===== config.mk =====
export PLATFORM = sky130hd
export DESIGN_NAME = mem_stage
export DESIGN_NICKNAME = d
export VERILOG_FILES = /design/src/rtl/mem_stage_pkg.sv /design/src/rtl/mem_stage_load_ext.sv /design/src/rtl/mem_stage.sv
export SDC_FILE = /design/constraint.sdc
export NUM_CORES = 1
export LEC_CHECK = 0
export CORE_MARGIN = 8
export CORE_UTILIZATION = 30
export CTS_BUF_LIST = sky130_fd_sc_hd__clkbuf_8
export CTS_CLUSTER_SIZE = 20
export DETAILED_ROUTE_END_ITERATION = 7
export SETUP_SLACK_MARGIN = 0.02
export SLEW_MARGIN = 5
export SYNTH_ARGS = -nofsm -noshare
export SYNTH_HDL_FRONTEND = slang
export SYNTH_SLANG_ARGS = --single-unit

===== constraint.sdc =====
create_clock -name clk -period 8.5 [get_ports clk]
set_input_delay 1.7 -clock clk [delete_from_list [all_inputs] [get_ports clk]]
set_output_delay 1.7 -clock clk [all_outputs]
set_load 0.02 [all_outputs]

===== src/rtl/mem_stage_pkg.sv =====
// rtl/mem_stage_pkg.sv - shared widths, load encodings and response FSM states for mem_stage
package mem_stage_pkg;

  // Bus widths of the EX->MEM, MEM->WB and MEM->ID bypass buses
  localparam int EX_BUS_W = 142;
  localparam int WB_BUS_W = 136;
  localparam int RF_BUS_W = 104;

  // Stall bus bit positions
  localparam int STALL_EX_MEM = 3;
  localparam int STALL_MEM_WB = 4;

  // Load kind encodings carried alongside the EX bus; 101-111 fall back to lw
  localparam logic [2:0] LD_LW  = 3'b000;
  localparam logic [2:0] LD_LB  = 3'b001;
  localparam logic [2:0] LD_LBU = 3'b010;
  localparam logic [2:0] LD_LH  = 3'b011;
  localparam logic [2:0] LD_LHU = 3'b100;

  // Load response tracking states
  typedef enum logic [1:0] {
    ST_IDLE = 2'd0,
    ST_WAIT = 2'd1,
    ST_HAVE = 2'd2
  } mem_state_e;

endpackage


===== src/rtl/mem_stage_load_ext.sv =====
// rtl/mem_stage_load_ext.sv - little-endian byte/halfword/word extraction and extension
module load_ext
  import mem_stage_pkg::*;
(
  input  logic [2:0]  i_ld_op,
  input  logic [31:0] i_raw,
  input  logic [1:0]  i_addr,
  output logic [31:0] o_data
);

  logic [7:0]  w_byte;
  logic [15:0] w_half;

  // Select the addressed byte lane and halfword; addr[0] is ignored for halfwords
  always_comb begin
    w_byte = 8'h00;
    case (i_addr)
      2'd0:    w_byte = i_raw[7:0];
      2'd1:    w_byte = i_raw[15:8];
      2'd2:    w_byte = i_raw[23:16];
      default: w_byte = i_raw[31:24];
    endcase
    w_half = i_addr[1] ? i_raw[31:16] : i_raw[15:0];
  end

  // Extend by load kind; unknown encodings behave as a full-word load
  always_comb begin
    o_data = i_raw;
    case (i_ld_op)
      LD_LB:   o_data = {{24{w_byte[7]}}, w_byte};
      LD_LBU:  o_data = {24'h000000, w_byte};
      LD_LH:   o_data = {{16{w_half[15]}}, w_half};
      LD_LHU:  o_data = {16'h0000, w_half};
      default: o_data = i_raw;
    endcase
  end

endmodule


===== src/rtl/mem_stage.sv =====
// rtl/mem_stage.sv - pipeline memory stage: stage register, load response FSM, result buses
module mem_stage
  import mem_stage_pkg::*;
#(
  parameter int EX_TO_MEM_WD = EX_BUS_W,
  parameter int MEM_TO_WB_WD = WB_BUS_W,
  parameter int MEM_TO_RF_WD = RF_BUS_W
) (
  input  logic                    clk,
  input  logic                    rst,
  input  logic [5:0]              stall,
  input  logic [EX_TO_MEM_WD-1:0] ex_to_mem_bus,
  input  logic [2:0]              ld_op,
  input  logic [31:0]             data_sram_rdata,
  input  logic                    data_sram_rvalid,
  output logic [MEM_TO_WB_WD-1:0] mem_to_wb_bus,
  output logic [MEM_TO_RF_WD-1:0] mem_to_rf_bus,
  output logic                    stallreq_for_mem
);

  logic [EX_TO_MEM_WD-1:0] r_bus;
  logic [2:0]              r_ld_op;
  mem_state_e              r_state;
  logic [31:0]             r_buf;

  logic        w_hold;
  logic        w_bubble;
  logic        w_advance;
  logic        w_is_load;
  logic [31:0] w_raw;
  logic [31:0] w_load_data;
  logic [31:0] w_rf_wdata;
  logic        w_unused_stall;

  // Only the EX/MEM and MEM/WB hold bits concern this stage
  assign w_unused_stall = ^{stall[5], stall[2:0]};

  assign w_hold    = stall[STALL_EX_MEM] & stall[STALL_MEM_WB];
  assign w_bubble  = stall[STALL_EX_MEM] & ~stall[STALL_MEM_WB];
  assign w_advance = ~w_hold;

  // Stage register: bubble when EX stops but WB keeps going, load when EX runs, else hold
  always_ff @(posedge clk or posedge rst) begin
    if (rst) begin
      r_bus   <= '0;
      r_ld_op <= 3'b000;
    end else if (w_bubble) begin
      r_bus   <= '0;
      r_ld_op <= 3'b000;
    end else if (!stall[STALL_EX_MEM]) begin
      r_bus   <= ex_to_mem_bus;
      r_ld_op <= ld_op;
    end
  end

  // A load reads memory without writing any byte lane
  assign w_is_load = r_bus[43] & (r_bus[42:39] == 4'b0000);

  // Response FSM: track the outstanding read and keep its data while MEM is held
  always_ff @(posedge clk or posedge rst) begin
    if (rst) begin
      r_state <= ST_IDLE;
      r_buf   <= 32'h0;
    end else if (w_advance) begin
      r_state <= ST_IDLE;
    end else begin
      case (r_state)
        ST_IDLE: begin
          if (w_is_load) begin
            if (data_sram_rvalid) begin
              r_state <= ST_HAVE;
              r_buf   <= data_sram_rdata;
            end else begin
              r_state <= ST_WAIT;
            end
          end
        end
        ST_WAIT: begin
          if (data_sram_rvalid) begin
            r_state <= ST_HAVE;
            r_buf   <= data_sram_rdata;
          end
        end
        ST_HAVE: r_state <= ST_HAVE;
        default: r_state <= ST_IDLE;
      endcase
    end
  end

  // The response cycle itself completes the load, so stall drops with rvalid
  assign stallreq_for_mem = w_is_load & (r_state != ST_HAVE) & ~data_sram_rvalid;

  assign w_raw = ((r_state != ST_HAVE) && data_sram_rvalid) ? data_sram_rdata : r_buf;

  load_ext u_load_ext (
    .i_ld_op (r_ld_op),
    .i_raw   (w_raw),
    .i_addr  (r_bus[1:0]),
    .o_data  (w_load_data)
  );

  assign w_rf_wdata = r_bus[38] ? w_load_data : r_bus[31:0];

  assign mem_to_wb_bus = {r_bus[141:76], r_bus[75:44], r_bus[37], r_bus[36:32], w_rf_wdata};
  assign mem_to_rf_bus = {r_bus[141:76], r_bus[37], r_bus[36:32], w_rf_wdata};

endmodule


Word-level counts from Yosys, hierarchy flattened. Cells that the tools add are included.

Eq/ne operators: 13. Muxes and demuxes: 17. Bitwise operators: 7. Reductions and logical operators: 7.

Operators by type and width (number): $mux W142 (2); $mux W32 (4); $pmux W32 S4 (1); $pmux W32 S2 (1); $pmux W8 S3 (1); $mux W16 (1); $mux W2 (4); $eq A3 B2 Y1 const B (2); $mux W3 (2); $ne A3 B3 Y1 const B (2); $pmux W2 S3 (1); $and A1 B1 Y1 (5); $eq A2 B1 Y1 const B (2); $eq A2 B2 Y1 const B (2); $logic_not A2 Y1 (2); $logic_not A4 Y1 (1); $ne A2 B2 Y1 const B (2); $eq A3 B1 Y1 const B (1); $eq A3 B3 Y1 const B (1); $reduce_and A3 Y1 (1); $ne A2 B1 Y1 const B (1); $not A1 Y1 (2); $reduce_and A2 Y1 (1); $reduce_bool A2 Y1 (1); $logic_and A1 B1 Y1 (1).

Bits in registers: 179. Input bits: 186. Output and inout port bits: 241. Logic and storage cells: 48.

Longest topological paths before layout. Gate-level depths: netlist of the first run.

Depth in word-level cells: 6. Depth in mapped cells: 10. Depth with buffers taken out: 7.

By module. Synthesis of the first run repeated with hierarchy kept, for this count alone.

Cells, all modules: 1177. Area, all modules: 10749.1 um^2.

Modules (own cells, without submodules): mem_stage (times used 1, cells an instance 995, area an instance 9472.8 um^2, seq. area each 4479.3 um^2); load_ext (times used 1, cells an instance 182, area an instance 1276.2 um^2, seq. area each 0.0 um^2).

Worst setup path after synthesis of the first run. OpenSTA, ideal clock, no wires.

Path kind: input -> output. From: input port data_sram_rvalid. To: output port mem_to_wb_bus[10]. Arrival: 3423 ps. Required time: 6800 ps. Setup slack: 3377 ps. Stages on the path: 7. Path buffers: 2. Cells stage by stage: and2b_1 > buf_6 > mux2i_2 > a311oi_4 > a21oi_2 > a31oi_1 > buf_4.

Cells in the longest elaborated chain, start to end: 5. Elaborated cells between the ends (all ways): 6. Classes of those cells: mux: 5; reduce/logical: 1.

RTL lines: start: declaration (RTL line mem_stage.sv:15) `input logic data_sram_rvalid,`; $logic_and A1 B1 Y1 (*) (RTL line mem_stage.sv:93) `assign w_raw = ((r_state != ST_HAVE) && data_sram_rvalid) ? data_sram_rdata : r_buf;`; $mux W32 (*) (RTL line mem_stage.sv:93); $pmux W8 S3 / $mux W16 (equally long branches) (RTL line mem_stage_load_ext.sv:17, mem_stage_load_ext.sv:23); $pmux W32 S4 (*) (RTL line mem_stage_load_ext.sv:29) `case (i_ld_op)`; $mux W32 (*) (RTL line mem_stage.sv:102) `assign w_rf_wdata = r_bus[38] ? w_load_data : r_bus[31:0];`; end: declaration (RTL line mem_stage.sv:16) `output logic [MEM_TO_WB_WD-1:0] mem_to_wb_bus,`.

Every way passes the cells marked *; elsewhere a longest branch is shown, timed or not.

Worst setup path in the final report of the first run.
From: input port data_sram_rvalid. To: output port mem_to_rf_bus[24].

Cells in the longest elaborated chain, start to end: 5. Elaborated cells between the ends (all ways): 6. Classes of those cells: mux: 5; reduce/logical: 1.

RTL lines: $logic_and A1 B1 Y1 (*) (RTL line mem_stage.sv:93); $mux W32 (*) (RTL line mem_stage.sv:93); $pmux W8 S3 / $mux W16 (equally long branches) (RTL line mem_stage_load_ext.sv:17, mem_stage_load_ext.sv:23); $pmux W32 S4 (*) (RTL line mem_stage_load_ext.sv:29); $mux W32 (*) (RTL line mem_stage.sv:102); end: declaration (RTL line mem_stage.sv:17) `output logic [MEM_TO_RF_WD-1:0] mem_to_rf_bus,`.

Marked as above.

==> flow_metrics.py, run 1 <==
metrics = {
    "place": {
        "placement.io_buffers": 422,
        "gp_congestion": 0.806,
        "dpl.cell_count": 1734,
        "hpwl_mm": 24.7,
        "pre_cts_slack_ns": 1.63,
    },
    "logic_synthesis": {
        "synth_flop_cell": "dfrtp_1",
        "yosys_warnings": 0,
        "synth_edf_count": 0,
        "syn_inst": 1131,
        "synth-async-reset-ratio": 1.00,
        "synth_nets": 1321,
        "ys_ff_latch": 179,
        "syn_avg_cell_area_sq_um": 9.01,
        "syn_area_sq_um": 10200,
        "synth_cell_type_count": 43,
        "synth_seq_area_share": 0.440,
    },
    "timing": {
        "max_slew_margin": 0.256,
        "finalClockSkew_ns": 0.00809,
        "fin_crit_ns": 6.92,
        "grt_setup_unrepaired": "false",
        "fin_ws_ns": 1.58,
        "finalHoldViolCount": 0,
        "drv_slew": 0,
        "setup_tns_ns": 0,
        "whs_ns": 0.507,
        "worst_slew_pin_slew_ns": 1.11,
        "max_freq_mhz": 145,
        "final-setup-viol-count": 0,
        "finalCritPeriodShare": 0.814,
    },
    "layout": {
        "fillers": 3287,
        "drive_above_1_share": 0.0767,
        "regArea_sq_um": 4480,
        "finalNonFillerCells": 1767,
        "layout_commonest_cell": "clkdlybuf4s50_1",
        "layout_common_cells": "420 x clkdlybuf4s50_1, 178 x dfrtp_1, 155 x o21ai_0",
        "fin_nets": 1495,
        "area_growth_pct": 33.2,
        "multi_input_area_sq_um": 3300,
    },
    "route": {
        "drc": 0,
        "ant_nets": 0,
        "drt_iter0_markers": 450,
        "drtPass1Iterations": 5,
        "avgViaCountPerCell": 4.41,
        "via_count": 7784,
        "routedWlPerCell_microns": 18.7,
        "finalWirelength_mm": 33.0,
    },
    "floorplanning": {
        "start_util": 0.305,
        "io_pins": 427,
        "die_h_microns": 200,
        "die_w_microns": 200,
        "rows": 67,
        "core_sq_um": 33400,
        "dieArea_sq_um": 40100,
    },
    "global_routing": {
        "grt_pass1_vias": 8177,
        "use_met1": 0.203,
        "grt_use_met2": 0.264,
        "grt-ovfl-total": 0,
        "track_usage": 0.162,
        "grt_pass1_wl_mm": 51.3,
        "grtUsageMet3": 0.0523,
        "grt_max_degree": 111,
        "antenna_found_initial": 5,
        "busiest_layer": "met2",
    },
    "run": {
        "drv_cap": 0,
    },
    "critical_path": {
        "r2r_end": "r_buf[19]",
        "end_kind": "primary output",
        "r2r_cells": 5,
        "cp_max_fo": 22,
        "critPathArrivalTime_ns": 5.22,
        "required_ns": 6.80,
        "critPathLaunchType": "input pin",
        "r2r-start": "r_bus[39]",
        "crit_type": "in2out",
        "r2r_slack_ns": 6.42,
    },
    "clock_tree": {
        "cts_max_level": 4,
        "clock_path_buffers": 2,
        "cts_sinks": 179,
        "clockRootBuffer": "clkbuf_8",
        "cts.clk_slew.worst_paths_ns": 0.09,
        "cts_made_buffers": 17,
        "cts_hold_buf": 0,
        "clk_latency_ns": 0.47,
        "cts_setup_buffers": 0,
        "cts_resized": 0,
        "cts_tree": "yes",
    },
    "status": {
        "status": "completed",
    },
    "power_and_ir_drop": {
        "power_density_nw_per_um2": 173,
        "leakagePower_nw": 6.01,
        "vdd_ir_drop_max_mv": 0.0982,
    },
    "worst_hold_path": {
        "worstHoldEndpoint": "r_bus[69]",
        "holdPathStages": 2,
        "hold_path_startpoint": "r_bus[69]",
        "min_path_type": "reg2reg",
    },
}
## power by group
part / switching (mW) / internal, mW
Clock: 0.313 / 0.251
Sequential: 0.0700 / 0.951
Combinational: 0.395 / 0.367
## metrics by stage
stage / power (mW) / utilization / area, sq um
global route: 2.48 / 0.405 / 13600
CTS: 2.39 / 0.405 / 13600
detailed placement: 1.81 / 0.395 / 13200
finish: 2.35 / 0.406 / 13600
floorplan: 1.53 / - / 10200
global placement: 1.79 / 0.395 / 13200
## final cells by class
cell class	count	share of cell area
clock inverters	11	0.00655
well taps	448	0.0413
multi-input cells	526	0.243
inverters	151	0.0423
diodes	2	0.000369
repair buffers	430	0.316
clock buffers	20	0.0203
flip-flops and latches	179	0.330
## synth_stat cells (all sizes together), types with 2 or more instances
library cell | n | area share
ha | 4 | 0.0049
nand2b | 3 | 0.0018
o21a | 16 | 0.012
dfrtp | 179 | 0.44
a31oi | 10 | 0.0061
nand2 | 72 | 0.027
nand3 | 104 | 0.051
o22a | 7 | 0.0060
xor2 | 2 | 0.0017
mux4 | 7 | 0.015
buf | 226 | 0.16
o21ai | 155 | 0.076
a21oi | 21 | 0.014
inv | 151 | 0.056
mux2 | 33 | 0.036
mux2i | 35 | 0.035
nor2 | 31 | 0.011
o221ai | 8 | 0.0069
clkbuf | 49 | 0.018
## sequential cells by signal, indices dropped and copies added (netlist names)
signal / count
r_buf: 32
r_bus: 142
r_ld_op: 3
r_state: 2
## kinds of logic (layout without fill, tap and decap cells)
family / count (synthesis) / after routing / share of synthesized area
compound gates: 226 / 226 / 0.132
other cells: 0 / 2 / 0
mux: 75 / 75 / 0.0871
simple gates: 218 / 218 / 0.0962
buf+inv: 426 / 612 / 0.238
fa+ha+maj: 4 / 4 / 0.00491
flops: 179 / 179 / 0.440
xor+xnor: 3 / 3 / 0.00258
## worst max-delay path: stages
cell and delay [ns]:
clkdlybuf4s50_1 0.63, and2b_2 0.68, mux2i_1 0.47, o22ai_1 0.20, a22oi_4 0.61, a31oi_1 0.29
clkdlybuf4s50_1 0.62
## worst max path at each step
stage	from	end	slack, ns
final	data_sram_rvalid	mem_to_rf_bus[24]	1.58
after CTS	data_sram_rvalid	mem_to_wb_bus[18]	1.62
after detailed placement	data_sram_rvalid	mem_to_wb_bus[18]	1.63
after global routing	data_sram_rvalid	mem_to_rf_bus[18]	1.49
after global placement	data_sram_rvalid	mem_to_wb_bus[18]	1.69
after floorplan	rst	r_buf[0]	1.94
## routing by layer
metal,vias up,wire length [microns]
met5,-,48
met4,8,484
met3,30,2400
met2,251,15600
met1,3680,14500
li1,3815,-
(Power assumes the default switching activity.)
==> run 2: changes to the inputs <==
==> constraint.sdc (replaced) <==
create_clock -name clk -period 7 [get_ports clk]
set_input_delay 1.4 -clock clk [delete_from_list [all_inputs] [get_ports clk]]
set_output_delay 1.4 -clock clk [all_outputs]
set_load 0.02 [all_outputs]
==> run 2 against run 1 <==
Design area hardly changed; non-clock buffer count is 1 lower; power is 23% higher; clock skew is 0.011 ns higher; flip-flop and latch count stayed put; via count is 0.87% higher; core utilization hardly changed; routed wire length is 0.66% lower; clock power is 30% higher; global-route usage is 0.29 points lower; highest routed layer unchanged; die area stayed put.
==> flow_metrics.py, run 2 (same netlist as run 1, synthesis figures left out) <==
metrics = {
    "status": {
        "status": "completed",
    },
    "layout": {
        "fillers": 3350,
        "area_growth_pct": 33.3,
        "multi_input_area_sq_um": 3300,
        "regArea_sq_um": 4480,
        "drive_above_1_share": 0.0783,
        "largestRegisters": "r_bus x142, r_buf x32, r_ld_op x3",
        "regMostFlops": "r_bus",
        "largest_reg_flops": 142,
        "layout_common_cells": "420 x clkdlybuf4s50_1, 178 x dfrtp_1, 155 x o21ai_0",
        "layout_commonest_cell": "clkdlybuf4s50_1",
        "fin_nets": 1494,
    },
    "route": {
        "avgViaCountPerCell": 4.45,
        "drc": 0,
        "routedWlPerCell_microns": 18.6,
        "drtPass1Iterations": 5,
        "finalWirelength_mm": 32.7,
        "drt_iter0_markers": 342,
        "via_count": 7852,
        "ant_nets": 0,
    },
    "floorplanning": {
        "die_w_microns": 200,
        "rows": 67,
        "dieArea_sq_um": 40100,
        "start_util": 0.305,
        "io_pins": 427,
        "die_h_microns": 200,
        "core_sq_um": 33400,
    },
    "timing": {
        "finalClockSkew_ns": 0.0187,
        "drv_slew": 0,
        "final-setup-viol-count": 0,
        "grt_setup_unrepaired": "false",
        "finalHoldViolCount": 0,
        "worst_slew_pin_slew_ns": 1.09,
        "max_freq_mhz": 162,
        "setup_tns_ns": 0,
        "fin_crit_ns": 6.18,
        "finalCritPeriodShare": 0.884,
        "max_slew_margin": 0.271,
        "whs_ns": 0.505,
    },
    "critical_path": {
        "cp_slowest_cell": "and2b_2",
        "cp_cell_sequence": "clkdlybuf4s50_1, and2b_2, buf_4, mux2i_1, mux4_2, nor2_1, o22a_1, clkdlybuf4s50_1",
        "cpLargestDelayFamily": "buffers and inverters",
        "r2r_slack_ns": 4.94,
        "cpPeakStageDelay_ns": 0.64,
        "r2r_cells": 6,
        "cp_max_fo": 23,
        "critPathArrivalTime_ns": 4.78,
        "r2r-start": "r_state[0]",
        "path_common_cell": "clkdlybuf4s50_1",
        "critPathBufInv": 3,
        "required_ns": 5.60,
        "critPathLaunchType": "input pin",
        "r2r_end": "r_buf[18]",
        "end_kind": "primary output",
        "crit_type": "in2out",
    },
    "global_routing": {
        "grt-ovfl-total": 0,
        "antenna_found_initial": 8,
        "grt_pass1_vias": 8028,
        "grt_pass1_wl_mm": 50.4,
        "grt_max_degree": 175,
        "track_usage": 0.159,
    },
    "clock_tree": {
        "cts_tree": "yes",
        "cts_max_level": 4,
        "clock_path_buffers": 2,
        "cts.clk_slew.worst_paths_ns": 0.09,
        "cts_sinks": 179,
        "clockRootBuffer": "clkbuf_8",
        "clk_latency_ns": 0.47,
        "cts_setup_buffers": 0,
        "cts_hold_buf": 0,
        "cts_made_buffers": 17,
        "cts_resized": 0,
    },
    "worst_hold_path": {
        "hold_path_startpoint": "r_bus[52]",
        "holdPathStages": 2,
        "min_path_type": "reg2reg",
        "worstHoldEndpoint": "r_bus[52]",
    },
    "power_and_ir_drop": {
        "vdd_ir_drop_max_mv": 0.0995,
        "power_density_nw_per_um2": 213,
        "leakagePower_nw": 6.01,
        "p_total_mw": 2.90,
    },
    "place": {
        "gp_congestion": 0.798,
        "placement.io_buffers": 422,
        "hpwl_mm": 24.7,
    },
    "run": {
        "drv_cap": 0,
    },
}
-- run 2: cell types whose count changed in the layout (fill, tap and decap cells not counted), sizes merged --
| cell | delta |
|---|---|
| clkbuf | -3 |
| clkinvlp | -1 |
| inv | +1 |
| diode | -1 |
| clkinv | +2 |
| buf | -1 |
| bufinv | +1 |
-- run 2: area by class of cell --
class	instances	area share
antenna	1	0.000184
tap	448	0.0413
inverter	151	0.0423
sequential	179	0.330
clock inverter	14	0.0112
clock buffer	17	0.0172
timing repair buffer	429	0.315
multi-input combinational	526	0.243
-- run 2: worst reg2reg max path: cells and delay by family (launching register included) --
| kind | cells | cell delay, ns |
|---|---|---|
| fa+ha+maj | 1 | 0.23 |
| flops | 1 | 0.44 |
| buf+inv | 2 | 0.52 |
| mux | 1 | 0.41 |
| compound gates | 2 | 0.36 |
-- run 2: where the power goes --
part           internal (mW)  switching, mW
clock                  0.322          0.413
sequential              1.16         0.0892
combinational          0.445          0.474
total                   1.92          0.976
-- run 2: metrics by stage --
stage / utilization / instances / worst slack (ns) / instance area [sq um]
detailed placement: 0.394 / 1733 / 0.811 / 13200
global route: 0.406 / 1764 / 0.659 / 13600
CTS: 0.406 / 1764 / 0.827 / 13600
finish: 0.406 / 1765 / 0.815 / 13600
floorplan: - / 1131 / 0.741 / 10200
global placement: 0.394 / 1733 / 0.843 / 13200
-- run 2: how the worst max path moves through the flow --
| stage | startpoint | end | slack (ns) | cells past startpoint |
|---|---|---|---|---|
| after floorplan | rst | r_buf[0] | 0.74 | 1 |
| after global placement | data_sram_rvalid | mem_to_wb_bus[18] | 0.84 | 7 |
| after detailed placement | data_sram_rvalid | mem_to_rf_bus[16] | 0.81 | 7 |
| after CTS | data_sram_rvalid | mem_to_wb_bus[5] | 0.83 | 8 |
| after global routing | data_sram_rvalid | mem_to_wb_bus[24] | 0.66 | 7 |
| final | data_sram_rvalid | mem_to_wb_bus[5] | 0.82 | 8 |
-- run 2: routing by layer --
layer | up-vias | GRT usage | share of wire
met5 | - | 0 | 0.0029
met4 | 14 | 0.0463 | 0.018
met3 | 39 | 0.0560 | 0.075
met2 | 272 | 0.261 | 0.47
met1 | 3712 | 0.194 | 0.43
li1 | 3815 | - | -
==> run 3: changes to the inputs <==
--- a/config.mk
+++ b/config.mk
@@ -5,6 +5,7 @@
 export SDC_FILE = /design/constraint.sdc
 export NUM_CORES = 1
 export LEC_CHECK = 0
+export CAP_MARGIN = 10
 export CORE_MARGIN = 8
 export CORE_UTILIZATION = 30
 export CTS_BUF_LIST = sky130_fd_sc_hd__clkbuf_8
==> results of run 3 <==
No change in the layout: final DEF, timing and power equal those of run 2.
